==> config.mk <==
export PLATFORM = sky130hd
export DESIGN_NAME = mc_ctrl_fsm
export DESIGN_NICKNAME = d
export VERILOG_FILES = /design/src/rtl/mc_ctrl_fsm.sv
export SDC_FILE = /design/constraint.sdc
export NUM_CORES = 1
export LEC_CHECK = 0
export ABC_AREA = 1
export BUFFER_PORTS_ARGS = -buffer_cell sky130_fd_sc_hd__buf_2
export CELL_PAD_IN_SITES_DETAIL_PLACEMENT = 1
export CELL_PAD_IN_SITES_GLOBAL_PLACEMENT = 1
export CORE_ASPECT_RATIO = 0.6
export CORE_MARGIN = 5
export CORE_UTILIZATION = 35
export CTS_BUF_LIST = sky130_fd_sc_hd__clkbuf_16
export DETAILED_ROUTE_END_ITERATION = 7
export PLACE_DENSITY = 0.92
export SKIP_CTS_REPAIR_TIMING = 1
export SLEW_MARGIN = 20
export SYNTH_ARGS = -nofsm -noshare
export SYNTH_HDL_FRONTEND = slang
export SYNTH_SLANG_ARGS = --single-unit
export TNS_END_PERCENT = 30
==> constraint.sdc <==
create_clock -name clk -period 1.7 [get_ports clk]
set_input_delay 0.085 -clock clk [delete_from_list [all_inputs] [get_ports clk]]
set_output_delay 0.085 -clock clk [all_outputs]
set_load 0.01 [all_outputs]
==> src/rtl/mc_ctrl_fsm.sv <==
// Multi-cycle MIPS control sequencer.
// Steps FETCH/DECODE/EXE/MEM/WB for the supported ISA subset and drives the
// datapath enables and muxes. Adds a memory-ready handshake with a wait
// watchdog, an illegal-instruction trap and a retired-instruction counter.
// Outputs are decoded combinationally from the state register and live inputs.
module mc_ctrl_fsm #(
    parameter int MEM_HANDSHAKE = 1,
    parameter int WAIT_MAX      = 15,
    parameter int CNT_W         = 32
) (
    input  logic             clk,
    input  logic             rst,
    input  logic [31:0]      inst,
    input  logic             zero,
    input  logic             mem_ready,
    output logic             pc_write,
    output logic [1:0]       pc_src,
    output logic             iord,
    output logic             mem_read,
    output logic             mem_write,
    output logic             ir_write,
    output logic [1:0]       alu_src_a,
    output logic [1:0]       alu_src_b,
    output logic [3:0]       alu_ctrl,
    output logic             ext_zero,
    output logic             reg_write,
    output logic [1:0]       reg_dst,
    output logic [1:0]       data_to_reg,
    output logic [3:0]       state_o,
    output logic             inst_done,
    output logic             illegal,
    output logic             mem_timeout,
    output logic [CNT_W-1:0] retired
);

    localparam int WW = (WAIT_MAX < 2) ? 1 : $clog2(WAIT_MAX + 1);
    localparam bit WD_EN = (MEM_HANDSHAKE != 0) && (WAIT_MAX > 0);
    localparam logic [WW-1:0] WAIT_LAST = WW'(WAIT_MAX - 1);

    localparam logic [5:0] OP_R    = 6'h00;
    localparam logic [5:0] OP_J    = 6'h02;
    localparam logic [5:0] OP_JAL  = 6'h03;
    localparam logic [5:0] OP_BEQ  = 6'h04;
    localparam logic [5:0] OP_BNE  = 6'h05;
    localparam logic [5:0] OP_ADDI = 6'h08;
    localparam logic [5:0] OP_SLTI = 6'h0A;
    localparam logic [5:0] OP_ANDI = 6'h0C;
    localparam logic [5:0] OP_ORI  = 6'h0D;
    localparam logic [5:0] OP_XORI = 6'h0E;
    localparam logic [5:0] OP_LUI  = 6'h0F;
    localparam logic [5:0] OP_LW   = 6'h23;
    localparam logic [5:0] OP_SW   = 6'h2B;

    localparam logic [5:0] FN_SLL = 6'h00;
    localparam logic [5:0] FN_SRL = 6'h02;
    localparam logic [5:0] FN_JR  = 6'h08;
    localparam logic [5:0] FN_ADD = 6'h20;
    localparam logic [5:0] FN_SUB = 6'h22;
    localparam logic [5:0] FN_AND = 6'h24;
    localparam logic [5:0] FN_OR  = 6'h25;
    localparam logic [5:0] FN_XOR = 6'h26;
    localparam logic [5:0] FN_NOR = 6'h27;
    localparam logic [5:0] FN_SLT = 6'h2A;

    localparam logic [3:0] ALU_AND = 4'b0000;
    localparam logic [3:0] ALU_OR  = 4'b0001;
    localparam logic [3:0] ALU_ADD = 4'b0010;
    localparam logic [3:0] ALU_XOR = 4'b0011;
    localparam logic [3:0] ALU_NOR = 4'b0100;
    localparam logic [3:0] ALU_SRL = 4'b0101;
    localparam logic [3:0] ALU_SUB = 4'b0110;
    localparam logic [3:0] ALU_SLT = 4'b0111;
    localparam logic [3:0] ALU_SLL = 4'b1000;

    typedef enum logic [3:0] {
        S_FETCH  = 4'd0,
        S_DECODE = 4'd1,
        S_EXE_R  = 4'd2,
        S_WB_R   = 4'd3,
        S_EXE_I  = 4'd4,
        S_WB_I   = 4'd5,
        S_EXE_MA = 4'd6,
        S_MEM_RD = 4'd7,
        S_MEM_WR = 4'd8,
        S_WB_LW  = 4'd9,
        S_BRANCH = 4'd10,
        S_JUMP   = 4'd11,
        S_JAL    = 4'd12,
        S_JR     = 4'd13,
        S_TRAP   = 4'd14
    } state_t;

    state_t        state, state_nx;
    logic [WW-1:0] wait_cnt;
    logic [5:0]    opcode, funct;
    logic          rdy, in_mem, timeout, is_nop;
    logic          r_ok, i_ok, i_zext;
    logic [3:0]    r_alu, i_alu;

    assign opcode  = inst[31:26];
    assign funct   = inst[5:0];
    assign is_nop  = (inst == 32'd0);
    // Without the handshake every memory access completes in one cycle.
    assign rdy     = (MEM_HANDSHAKE != 0) ? mem_ready : 1'b1;
    assign in_mem  = (state == S_FETCH) || (state == S_MEM_RD) || (state == S_MEM_WR);
    // Fires on the WAIT_MAX-th consecutive stalled cycle; a ready on that cycle wins.
    assign timeout = WD_EN && in_mem && !rdy && (wait_cnt == WAIT_LAST);

    // R-type funct decode: ALU operation and whether the funct is supported.
    always_comb begin
        r_ok  = 1'b1;
        r_alu = ALU_ADD;
        case (funct)
            FN_ADD:  r_alu = ALU_ADD;
            FN_SUB:  r_alu = ALU_SUB;
            FN_AND:  r_alu = ALU_AND;
            FN_OR:   r_alu = ALU_OR;
            FN_XOR:  r_alu = ALU_XOR;
            FN_NOR:  r_alu = ALU_NOR;
            FN_SLT:  r_alu = ALU_SLT;
            FN_SLL:  r_alu = ALU_SLL;
            FN_SRL:  r_alu = ALU_SRL;
            default: r_ok  = 1'b0;
        endcase
    end

    // I-type ALU opcode decode: ALU operation and immediate extension mode.
    always_comb begin
        i_ok   = 1'b1;
        i_alu  = ALU_ADD;
        i_zext = 1'b0;
        case (opcode)
            OP_ADDI: i_alu = ALU_ADD;
            OP_SLTI: i_alu = ALU_SLT;
            OP_ANDI: begin i_alu = ALU_AND; i_zext = 1'b1; end
            OP_ORI:  begin i_alu = ALU_OR;  i_zext = 1'b1; end
            OP_XORI: begin i_alu = ALU_XOR; i_zext = 1'b1; end
            OP_LUI:  i_alu = ALU_ADD;
            default: i_ok  = 1'b0;
        endcase
    end

    // Next-state sequencing, including dispatch out of DECODE.
    always_comb begin
        state_nx = state;
        case (state)
            S_FETCH: begin
                if (timeout)  state_nx = S_TRAP;
                else if (rdy) state_nx = S_DECODE;
            end
            S_DECODE: begin
                if (is_nop)               state_nx = S_FETCH;
                else if (opcode == OP_R) begin
                    if (funct == FN_JR)   state_nx = S_JR;
                    else if (r_ok)        state_nx = S_EXE_R;
                    else                  state_nx = S_TRAP;
                end
                else if (i_ok)            state_nx = S_EXE_I;
                else begin
                    case (opcode)
                        OP_LW, OP_SW:     state_nx = S_EXE_MA;
                        OP_BEQ, OP_BNE:   state_nx = S_BRANCH;
                        OP_J:             state_nx = S_JUMP;
                        OP_JAL:           state_nx = S_JAL;
                        default:          state_nx = S_TRAP;
                    endcase
                end
            end
            S_EXE_R:  state_nx = S_WB_R;
            S_EXE_I:  state_nx = S_WB_I;
            S_EXE_MA: state_nx = (opcode == OP_SW) ? S_MEM_WR : S_MEM_RD;
            S_MEM_RD: begin
                if (timeout)  state_nx = S_TRAP;
                else if (rdy) state_nx = S_WB_LW;
            end
            S_MEM_WR: begin
                if (timeout)  state_nx = S_TRAP;
                else if (rdy) state_nx = S_FETCH;
            end
            default:  state_nx = S_FETCH;
        endcase
    end

    // State, wait counter and retired counter; the counter restarts whenever a stall ends.
    always_ff @(posedge clk) begin
        if (rst) begin
            state    <= S_FETCH;
            wait_cnt <= '0;
            retired  <= '0;
        end else begin
            state <= state_nx;
            if (in_mem && !rdy && !timeout) wait_cnt <= wait_cnt + 1'b1;
            else                            wait_cnt <= '0;
            if (inst_done) retired <= retired + 1'b1;
        end
    end

    // Datapath control decode; everything is held low while reset is asserted.
    always_comb begin
        pc_write    = 1'b0;
        pc_src      = 2'b00;
        iord        = 1'b0;
        mem_read    = 1'b0;
        mem_write   = 1'b0;
        ir_write    = 1'b0;
        alu_src_a   = 2'b00;
        alu_src_b   = 2'b00;
        alu_ctrl    = ALU_AND;
        ext_zero    = 1'b0;
        reg_write   = 1'b0;
        reg_dst     = 2'b00;
        data_to_reg = 2'b00;
        state_o     = 4'd0;
        inst_done   = 1'b0;
        illegal     = 1'b0;
        mem_timeout = 1'b0;
        if (!rst) begin
            state_o     = state;
            mem_timeout = timeout;
            case (state)
                S_FETCH: begin
                    mem_read  = 1'b1;
                    alu_src_b = 2'b01;
                    alu_ctrl  = ALU_ADD;
                    ir_write  = rdy;
                    pc_write  = rdy;
                end
                S_DECODE: begin
                    alu_src_b = 2'b11;
                    alu_ctrl  = ALU_ADD;
                    inst_done = is_nop;
                end
                S_EXE_R: begin
                    alu_src_a = (funct == FN_SLL || funct == FN_SRL) ? 2'b10 : 2'b01;
                    alu_ctrl  = r_alu;
                end
                S_WB_R: begin
                    reg_write = 1'b1;
                    reg_dst   = 2'b01;
                    inst_done = 1'b1;
                end
                S_EXE_I: begin
                    alu_src_a = 2'b01;
                    alu_src_b = 2'b10;
                    alu_ctrl  = i_alu;
                    ext_zero  = i_zext;
                end
                S_WB_I: begin
                    reg_write   = 1'b1;
                    data_to_reg = (opcode == OP_LUI) ? 2'b10 : 2'b00;
                    inst_done   = 1'b1;
                end
                S_EXE_MA: begin
                    alu_src_a = 2'b01;
                    alu_src_b = 2'b10;
                    alu_ctrl  = ALU_ADD;
                end
                S_MEM_RD: begin
                    mem_read = 1'b1;
                    iord     = 1'b1;
                end
                S_MEM_WR: begin
                    mem_write = 1'b1;
                    iord      = 1'b1;
                    inst_done = rdy;
                end
                S_WB_LW: begin
                    reg_write   = 1'b1;
                    data_to_reg = 2'b01;
                    inst_done   = 1'b1;
                end
                S_BRANCH: begin
                    alu_src_a = 2'b01;
                    alu_ctrl  = ALU_SUB;
                    pc_src    = 2'b01;
                    pc_write  = ((opcode == OP_BEQ) && zero) || ((opcode == OP_BNE) && !zero);
                    inst_done = 1'b1;
                end
                S_JUMP: begin
                    pc_write  = 1'b1;
                    pc_src    = 2'b10;
                    inst_done = 1'b1;
                end
                S_JR: begin
                    pc_write  = 1'b1;
                    pc_src    = 2'b11;
                    inst_done = 1'b1;
                end
                S_JAL: begin
                    pc_write    = 1'b1;
                    pc_src      = 2'b10;
                    reg_write   = 1'b1;
                    reg_dst     = 2'b10;
                    data_to_reg = 2'b11;
                    inst_done   = 1'b1;
                end
                S_TRAP:  illegal = 1'b1;
                default: illegal = 1'b0;
            endcase
        end
    end

endmodule
==> run_results.csv, run 1 <==
group,metric,value,unit
run_status,status,"finished, violations left",
run_status,violations,"negative setup slack",
global_route,grt_use_met1,0.358,
placement,numPortBuffers,95,
sta,min_period_over_period,1.06,
setup_path,rr_worst_depth,8,
clocking,cts_tree,"yes",
clocking,clkSinkCount,40,
cells_and_area,layout.cells.non_filler,866,
setup_path,r2r_start,"retired[21]",
die,row_count,27,
yosys,ys_seq_area_frac,0.241,
placement,placed_cell_area,4160,um2
clocking,clk_latency,0.29,ns
yosys,synthCells,594,
clocking,clk_path_buf_depth,2,
worst_hold_path,min_to,"retired[1]",
setup_path,cp_num_buf_inv,0,
route,first_iter_violations,401,
cells_and_area,num_antenna_cells,0,
die,die-area,11600,um2
cells_and_area,fin_nets,774,
placement,place.gp.congestion,0.995,
cells_and_area,postLayoutCoreUtil,0.513,
cells_and_area,final_area,4730,um2
setup_path,critPathRequiredTime,1.91,ns
die,start_util,0.361,
die,fp.dieW,136,um
clocking,cts.clk_slew.worst_paths,0.06,ns
route,firstDrtPassIters,5,
yosys,yosysTopAreaCellShare,0.241,
global_route,grt_use_total,0.246,
power_and_ir_drop,ir_drop,0.000514,V
route,wirelength,15.8,mm
setup_path,crit_top_cell,"nand2_1",
setup_path,max_stage_delay,0.47,ns
global_route,grt_pass1_vias,4539,
setup_path,path_delay_family,"simple AND/OR/NAND/NOR gates",
setup_path,crit_type,"reg -> reg",
worst_hold_path,worst_hold_startpoint,"mem_ready",
global_route,grt-ovfl-total,0,
cells_and_area,nFillCells,1293,
yosys,synthTopCellsByCount,"nand2_1 (184), nor2_1 (133), inv_1 (51), nand3_1 (51), dfxtp_1 (40)",
clocking,htree_levels,2,
worst_hold_path,hp-class,"in -> reg",
setup_path,r2r-end,"retired[22]",
job,maxCapViolations,0,
setup_path,reg2reg_slack,-0.1,ns
yosys,async_flop_share,0,
route,wl_per_cell,18.2,um
clocking,cts-root-buf,"clkbuf_16",
global_route,grtUsageMet3,0.0469,
placement,dp.cells,842,
yosys,ys_warn_count,0,
power_and_ir_drop,leakagePower,2.19,nW
sta,rsz0062_at_grt,"yes",
cells_and_area,drive_gt1_frac,0.349,
sta,skew,0.00816,ns
sta,slew-limit-headroom,0.656,
power_and_ir_drop,p_per_area,847,nW/um2
sta,setup_violations,6,
die,die_h,85.5,um
route,vias,4651,
setup_path,cp.arrival,2.01,ns
sta,worstMarginPinSlew,0.516,ns
global_route,met2_usage,0.387,
clocking,cts_made_buffers,5,
sta,worst_hold_slack,0.350,ns
setup_path,cp_cell_sequence,"nand2_1 > nor2_1 > nand2_1 > nor2_1 > nand3b_1 > nand2_1 > nand3_1 > a21oi_1",
setup_path,cpMaxStageDelayCell,"dfxtp_1",
cells_and_area,area_delta_synth_final,42.2,%
global_route,grt_max_degree,28,
setup_path,critPathMaxFanout,3,
die,core_area,9220,um2
yosys,synth-seq-cells,40,
route,ant_nets,0,
sta,drv_slew,0,
sta,clock.fmax,556,MHz
yosys,synth_top_cell_by_area,"dfxtp_1",
placement,post-place-ws,-0.127,ns
yosys,synth_ff_type,"dfxtp_1",
setup_path,worst_setup_path_end_kind,"flip-flop",
die,ioPinCount,96,
yosys,synth-edff-count,0,
yosys,syn_nets,633,
sta,setup_tns,-0.287,ns
global_route,grt_pass1_wl,23.0,mm
setup_path,start_kind,"flip-flop",
yosys,synth_area_leaders,"dfxtp_1 (24%), nand2_1 (21%), nor2_1 (15%)",
sta,period_needed,1.80,ns
power_and_ir_drop,finalPower,4.01,mW
worst_hold_path,hold_depth,6,
placement,dp_hpwl,11.6,mm
route,drc_errors,0,
yosys,yosysMostFrequentCell,"nand2_1",
sta,finalHoldViolCount,0,
yosys,synth_cell_types,33,
route,viasPerCell,5.37,
global_route,gr-max-usage-layer,"met2",
global_route,antenna_found_initial,0,
yosys,synthesis.area,3330,um2
yosys,avgSynthCellArea,5.60,um2
sta,layout_setup_ws,-0.0974,ns
## how the worst max path moves through the flow
stage,end,cells past startpoint,startpoint
global placement,retired[31],8,retired[2]
global route,retired[22],8,retired[21]
detailed placement,retired[24],7,retired[1]
floorplan,retired[20],10,retired[0]
finish,retired[22],8,retired[21]
CTS,inst_done,10,state[2]
## area by class of cell
cell class                      instances  area (um2)  area share
Clock buffer                            5         125      0.0264
Sequential cell                        40         836       0.177
Clock inverter                          3        42.5     0.00899
Timing Repair Buffer                  147         896       0.189
Multi-Input combinational cell        482        2430       0.514
Inverter                               59         236      0.0500
Tap cell                              130         163      0.0344
## state kept, by name (all words and copies together) (netlist names)
register / flops
state: 4
wait_cnt: 4
retired: 32
## logic make-up (layout without fill, tap and decap cells)
family / count (synthesis) / count (layout) / share of synthesized area
XOR/XNOR: 6 / 6 / 0.0158
adder cells (fa/ha/maj): 3 / 3 / 0.0113
AO/OA/AOI/OAI: 48 / 48 / 0.0876
AND/OR/NAND/NOR: 425 / 425 / 0.553
flip-flops: 40 / 40 / 0.241
buffers and inverters: 72 / 214 / 0.0921
## where the power goes
part           internal (mW)  switching (mW)  leakage [nW]  total [mW]
Clock                  0.692           0.433        0.0814        1.12
Combinational          0.685            1.09          1.77        1.78
Sequential              1.01          0.0997         0.332        1.10
## worst min-delay path, cell delays in order
cell and delay [ns]:
buf_2 0.11, nand2_1 0.10, nand3_2 0.11, nor2_4 0.05, nand3_1 0.07, a21oi_1 0.06
## per-layer routing
layer / routed length [um] / vias up
met3: 1360 / 30
met2: 7210 / 209
met1: 7040 / 2255
met4: 147 / 0
met5: 0 / -
li1: - / 2157
## cell usage in the layout (no fill, tap or decap), drive strengths merged
cell type	count
clkbuf	5
inv	59
a31oi	4
nor3	11
nand3	52
nor3b	1
and3	1
and2	1
ha	3
nor4	1
nand3b	14
nand2	200
nand4	4
xor2	4
dfxtp	40
buf	147
a22oi	1
xnor2	2
bufinv	1
o21ai	11
nor2	140
a21oi	31
o211ai	1
clkinv	2
(Power assumes the default switching activity.)
==> run 2, diff against run 1 <==
SETUP_SLACK_MARGIN = 0.2   (was not set)
==> run 2 against run 1 <==
The flow still finishes with violations (negative setup slack). Non-clock buffer count up 10. Register-to-register slack worse by 0.04 ns. Power up 5.3%. Fmax down 3.7%. Hold slack worse by 0.037 ns. Flip-flop and latch count unchanged. Clock skew up 0.0020 ns. Final area up 3.9%. Critical path type is now reg -> out. Setup slack worse by 0.068 ns. Critical endpoint is now alu_src_a[0]. Global-route usage about the same. Sequential share of layout area down 0.53 points. Largest cell class unchanged.
==> run_results.csv, run 2 (synthesized netlist as in run 1, its figures left out) <==
group,metric,value,unit
sta,slew-limit-headroom,0.587,
cells_and_area,drive_gt1_frac,0.392,
die,fp.dieW,136,um
clocking,clkSinkCount,40,
clocking,cts.clk_slew.worst_paths,0.06,ns
cells_and_area,final_common_cell,"nand2_1",
cells_and_area,num_antenna_cells,0,
cells_and_area,layout_common_cells,"nand2_1 (169), nor2_1 (106), buf_2 (94), buf_4 (59)",
sta,setup_violations,21,
global_route,grt_pass1_vias,4511,
clocking,clk_latency,0.30,ns
clocking,clk_path_buf_depth,2,
clocking,htree_levels,2,
die,start_util,0.361,
placement,place.gp.congestion,0.997,
clocking,cts-root-buf,"clkbuf_16",
global_route,grt_use_total,0.246,
clocking,cts_tree,"yes",
setup_path,critPathMaxFanout,4,
cells_and_area,fin_nets,785,
sta,finalHoldViolCount,0,
placement,dp_hpwl,11.6,mm
route,first_iter_violations,555,
sta,period_needed,1.87,ns
sta,clock.fmax,536,MHz
job,maxCapViolations,0,
die,die_h,85.5,um
cells_and_area,largest_register_ffs,32,
setup_path,crit_type,"reg -> out",
setup_path,worst_setup_path_end_kind,"output port",
die,ioPinCount,96,
sta,drv_slew,0,
global_route,grt_pass1_wl,23.1,mm
worst_hold_path,hp-class,"in -> reg",
route,vias,4972,
route,wl_per_cell,20.9,um
worst_hold_path,hold_depth,3,
placement,post-place-ws,-0.0137,ns
clocking,cts_made_buffers,5,
sta,skew,0.0102,ns
die,core_area,9220,um2
route,viasPerCell,5.67,
power_and_ir_drop,ir_drop,0.000462,V
die,die-area,11600,um2
cells_and_area,reg_top3,"retired (32), state (4), wait_cnt (4)",
route,firstDrtPassIters,5,
power_and_ir_drop,p_per_area,858,nW/um2
sta,setup_tns,-1.38,ns
run_status,status,"finished, violations left",
setup_path,critPathRequiredTime,1.62,ns
setup_path,rr_worst_depth,9,
cells_and_area,largest_register,"retired",
global_route,grt-ovfl-total,0,
sta,min_period_over_period,1.10,
placement,numPortBuffers,95,
power_and_ir_drop,leakagePower,2.26,nW
route,drc_errors,0,
sta,rsz0062_at_grt,"yes",
setup_path,cp.arrival,1.78,ns
route,ant_nets,0,
global_route,grt_max_degree,27,
sta,layout_setup_ws,-0.166,ns
cells_and_area,area_delta_synth_final,47.7,%
die,row_count,27,
route,wirelength,18.4,mm
sta,worstMarginPinSlew,0.619,ns
setup_path,start_kind,"flip-flop",
run_status,violations,"negative setup slack",
global_route,antenna_found_initial,0,
cells_and_area,nFillCells,1279,
-- run 2: final timing paths --
| kind | startpoint | end | slack (ns) |
|---|---|---|---|
| setup / recovery | state[2] | alu_src_a[0] | -0.17 |
| hold / removal | rst | retired[1] | 0.31 |
| setup reg to reg | retired[4] | retired[25] | -0.14 |
| hold reg to reg | wait_cnt[0] | wait_cnt[0] | 0.45 |
-- run 2: worst max-delay path, cell delays in order (launching register included) --
cell and delay, ns:
dfxtp_4 0.41, inv_4 0.07, nand2_4 0.08, inv_4 0.06, nand2_1 0.13, inv_1 0.14, o21ai_0 0.31, o21ai_1 0.13
buf_2 0.16
-- run 2: through the flow --
| step | total power, mW | hold WS (ns) | utilization | cells | instance area, um2 |
|---|---|---|---|---|---|
| 3_3_place_gp | 2.40 | 0.445 | 0.456 | 843 | 4200 |
| 5_1_grt | 4.37 | 0.316 | 0.533 | 877 | 4920 |
| 4_1_cts | 3.55 | 0.263 | 0.473 | 851 | 4360 |
| 2_1_floorplan | 1.92 | 0.342 | - | 594 | 3350 |
| 3_5_place_dp | 2.46 | 0.469 | 0.456 | 843 | 4200 |
| 6_report | 4.22 | 0.312 | 0.533 | 877 | 4920 |
-- run 2: power by group --
| group | internal (mW) | total [mW] | switching, mW |
|---|---|---|---|
| combinational | 0.776 | 1.98 | 1.20 |
| clock | 0.684 | 1.10 | 0.419 |
| sequential | 1.01 | 1.14 | 0.122 |
-- run 2: layout make-up --
type | count | area (um2) | area share
clock buffer | 5 | 125 | 0.0255
clock inverter | 3 | 37.5 | 0.00764
inverter | 59 | 244 | 0.0496
multi-input combinational | 483 | 2530 | 0.514
sequential | 40 | 842 | 0.171
tap | 130 | 163 | 0.0331
timing repair buffer | 157 | 976 | 0.199
-- run 2: per-layer routing --
| metal | global-route usage | wire, um | up-vias |
|---|---|---|---|
| met4 | 0.0384 | 633 | 0 |
| met2 | 0.372 | 8270 | 320 |
| met5 | 0 | 0 | - |
| met3 | 0.0615 | 1790 | 78 |
| li1 | - | - | 2183 |
| met1 | 0.360 | 7670 | 2391 |
==> run 3, diff against run 2 <==
CORE_ASPECT_RATIO = not set   (was 0.6)
CORE_UTILIZATION = 37   (was 35)
PLACE_DENSITY = 0.95   (was 0.92)
clock period = 2.2 ns   (was 1.7 ns; I/O delays follow)
==> run 3 against run 2 <==
Flip-flop and latch count did not move. Clock skew fell by 0.0028 ns. The flow now finishes without violations. Highest routed layer unchanged. Via count fell by 14%. Die area fell by 5.4%.
==> run_results.csv, run 3 (synthesized netlist as in run 1, its figures left out) <==
group,metric,value,unit
cells_and_area,drive_gt1_frac,0.238,
placement,dp_hpwl,9.92,mm
power_and_ir_drop,finalPower,2.55,mW
route,wl_per_cell,16.0,um
setup_path,critPathMaxFanout,19,
die,die-area,11000,um2
cells_and_area,postLayoutCoreUtil,0.471,
sta,rsz0062_at_grt,"yes",
cells_and_area,largest_register,"retired",
cells_and_area,fin_nets,735,
cells_and_area,reg_top3,"retired (32), state (4), wait_cnt (4)",
cells_and_area,area_delta_synth_final,24.1,%
worst_hold_path,hold_depth,2,
setup_path,cp.arrival,1.83,ns
global_route,grt_pass1_wl,21.0,mm
placement,place.gp.congestion,0.916,
cells_and_area,num_antenna_cells,0,
global_route,grt-ovfl-total,0,
setup_path,worst_setup_path_end_kind,"output port",
route,wirelength,12.9,mm
sta,clock.fmax,515,MHz
sta,min_period_over_period,0.883,
clocking,cts_made_buffers,5,
clocking,clk_path_buf_depth,2,
global_route,grt_max_degree,39,
route,ant_nets,0,
sta,period_needed,1.94,ns
global_route,antenna_found_initial,0,
setup_path,rr_worst_depth,8,
clocking,clk_latency,0.29,ns
worst_hold_path,min_to,"retired[18]",
worst_hold_path,hp-class,"in -> reg",
cells_and_area,final_common_cell,"nand2_1",
sta,skew,0.00737,ns
route,viasPerCell,5.30,
placement,dp.cells,790,
setup_path,start_kind,"flip-flop",
cells_and_area,largest_register_ffs,32,
setup_path,reg2reg_slack,0.33,ns
setup_path,r2r_start,"retired[8]",
sta,slew-limit-headroom,0.724,
sta,finalHoldViolCount,0,
cells_and_area,layout_common_cells,"nand2_1 (182), nor2_1 (133), buf_2 (95), inv_1 (52), nand3_1 (50)",
worst_hold_path,worst_hold_startpoint,"rst",
clocking,cts_tree,"yes",
power_and_ir_drop,leakagePower,1.93,nW
sta,worstMarginPinSlew,0.411,ns
setup_path,crit_type,"reg -> out",
die,row_count,34,
route,drc_errors,0,
run_status,status,"finished clean",
die,start_util,0.380,
die,fp.dieW,105,um
clocking,cts.clk_slew.worst_paths,0.06,ns
sta,layout_setup_ws,0.257,ns
route,vias,4270,
global_route,grt_use_total,0.223,
route,firstDrtPassIters,4,
clocking,clkSinkCount,40,
clocking,cts-root-buf,"clkbuf_16",
power_and_ir_drop,ir_drop,0.000328,V
sta,worst_hold_slack,0.215,ns
job,maxCapViolations,0,
placement,placed_cell_area,3900,um2
sta,setup_violations,0,
setup_path,critPathRequiredTime,2.09,ns
route,first_iter_violations,169,
clocking,htree_levels,2,
setup_path,r2r-end,"retired[31]",
die,die_h,105,um
cells_and_area,final_area,4130,um2
sta,setup_tns,0,ns
global_route,grt_pass1_vias,4517,
sta,drv_slew,0,
placement,numPortBuffers,95,
power_and_ir_drop,p_per_area,616,nW/um2
cells_and_area,layout.cells.non_filler,805,
die,ioPinCount,96,
die,core_area,8760,um2
placement,post-place-ws,0.158,ns
[run 3: cell type report]
| cell class | count | area (um2) |
|---|---|---|
| multi-input combinational | 483 | 2260 |
| clock inverter | 3 | 15.0 |
| inverter | 59 | 221 |
| sequential | 40 | 806 |
| clock buffer | 5 | 125 |
| timing repair buffer | 107 | 566 |
| tap | 108 | 135 |
| fill | 1294 | 4630 |
[run 3: metal layers]
layer,wire (um),GRT usage,part of all wire,vias up
met5,0,0,0,-
met4,211,0.0420,0.016,0
met3,702,0.0327,0.055,27
met2,6590,0.411,0.51,138
met1,5360,0.275,0.42,2025
li1,-,-,-,2080
[run 3: power breakdown]
part           internal, mW  switching, mW
combinational         0.322          0.676
sequential            0.769         0.0584
clock                 0.413          0.307
[run 3: how the worst max path moves through the flow]
stage	start	to	slack, ns	cells after the start
global route	state[1]	inst_done	0.14	10
global placement	retired[1]	retired[20]	0.33	10
CTS	state[0]	inst_done	-0.007	7
finish	state[1]	inst_done	0.26	10
detailed placement	retired[1]	retired[20]	0.16	11
floorplan	retired[0]	retired[20]	0.55	10
[run 3: worst max-delay path, cell delays in order, from the launching register on]
cell,delay (ns)
dfxtp_1,0.39
inv_2,0.08
nand2_1,0.11
inv_1,0.10
nand2_2,0.12
nand3_2,0.10
nor2_4,0.20
nand2_8,0.15
nand2_8,0.13
inv_2,0.04
buf_2,0.13
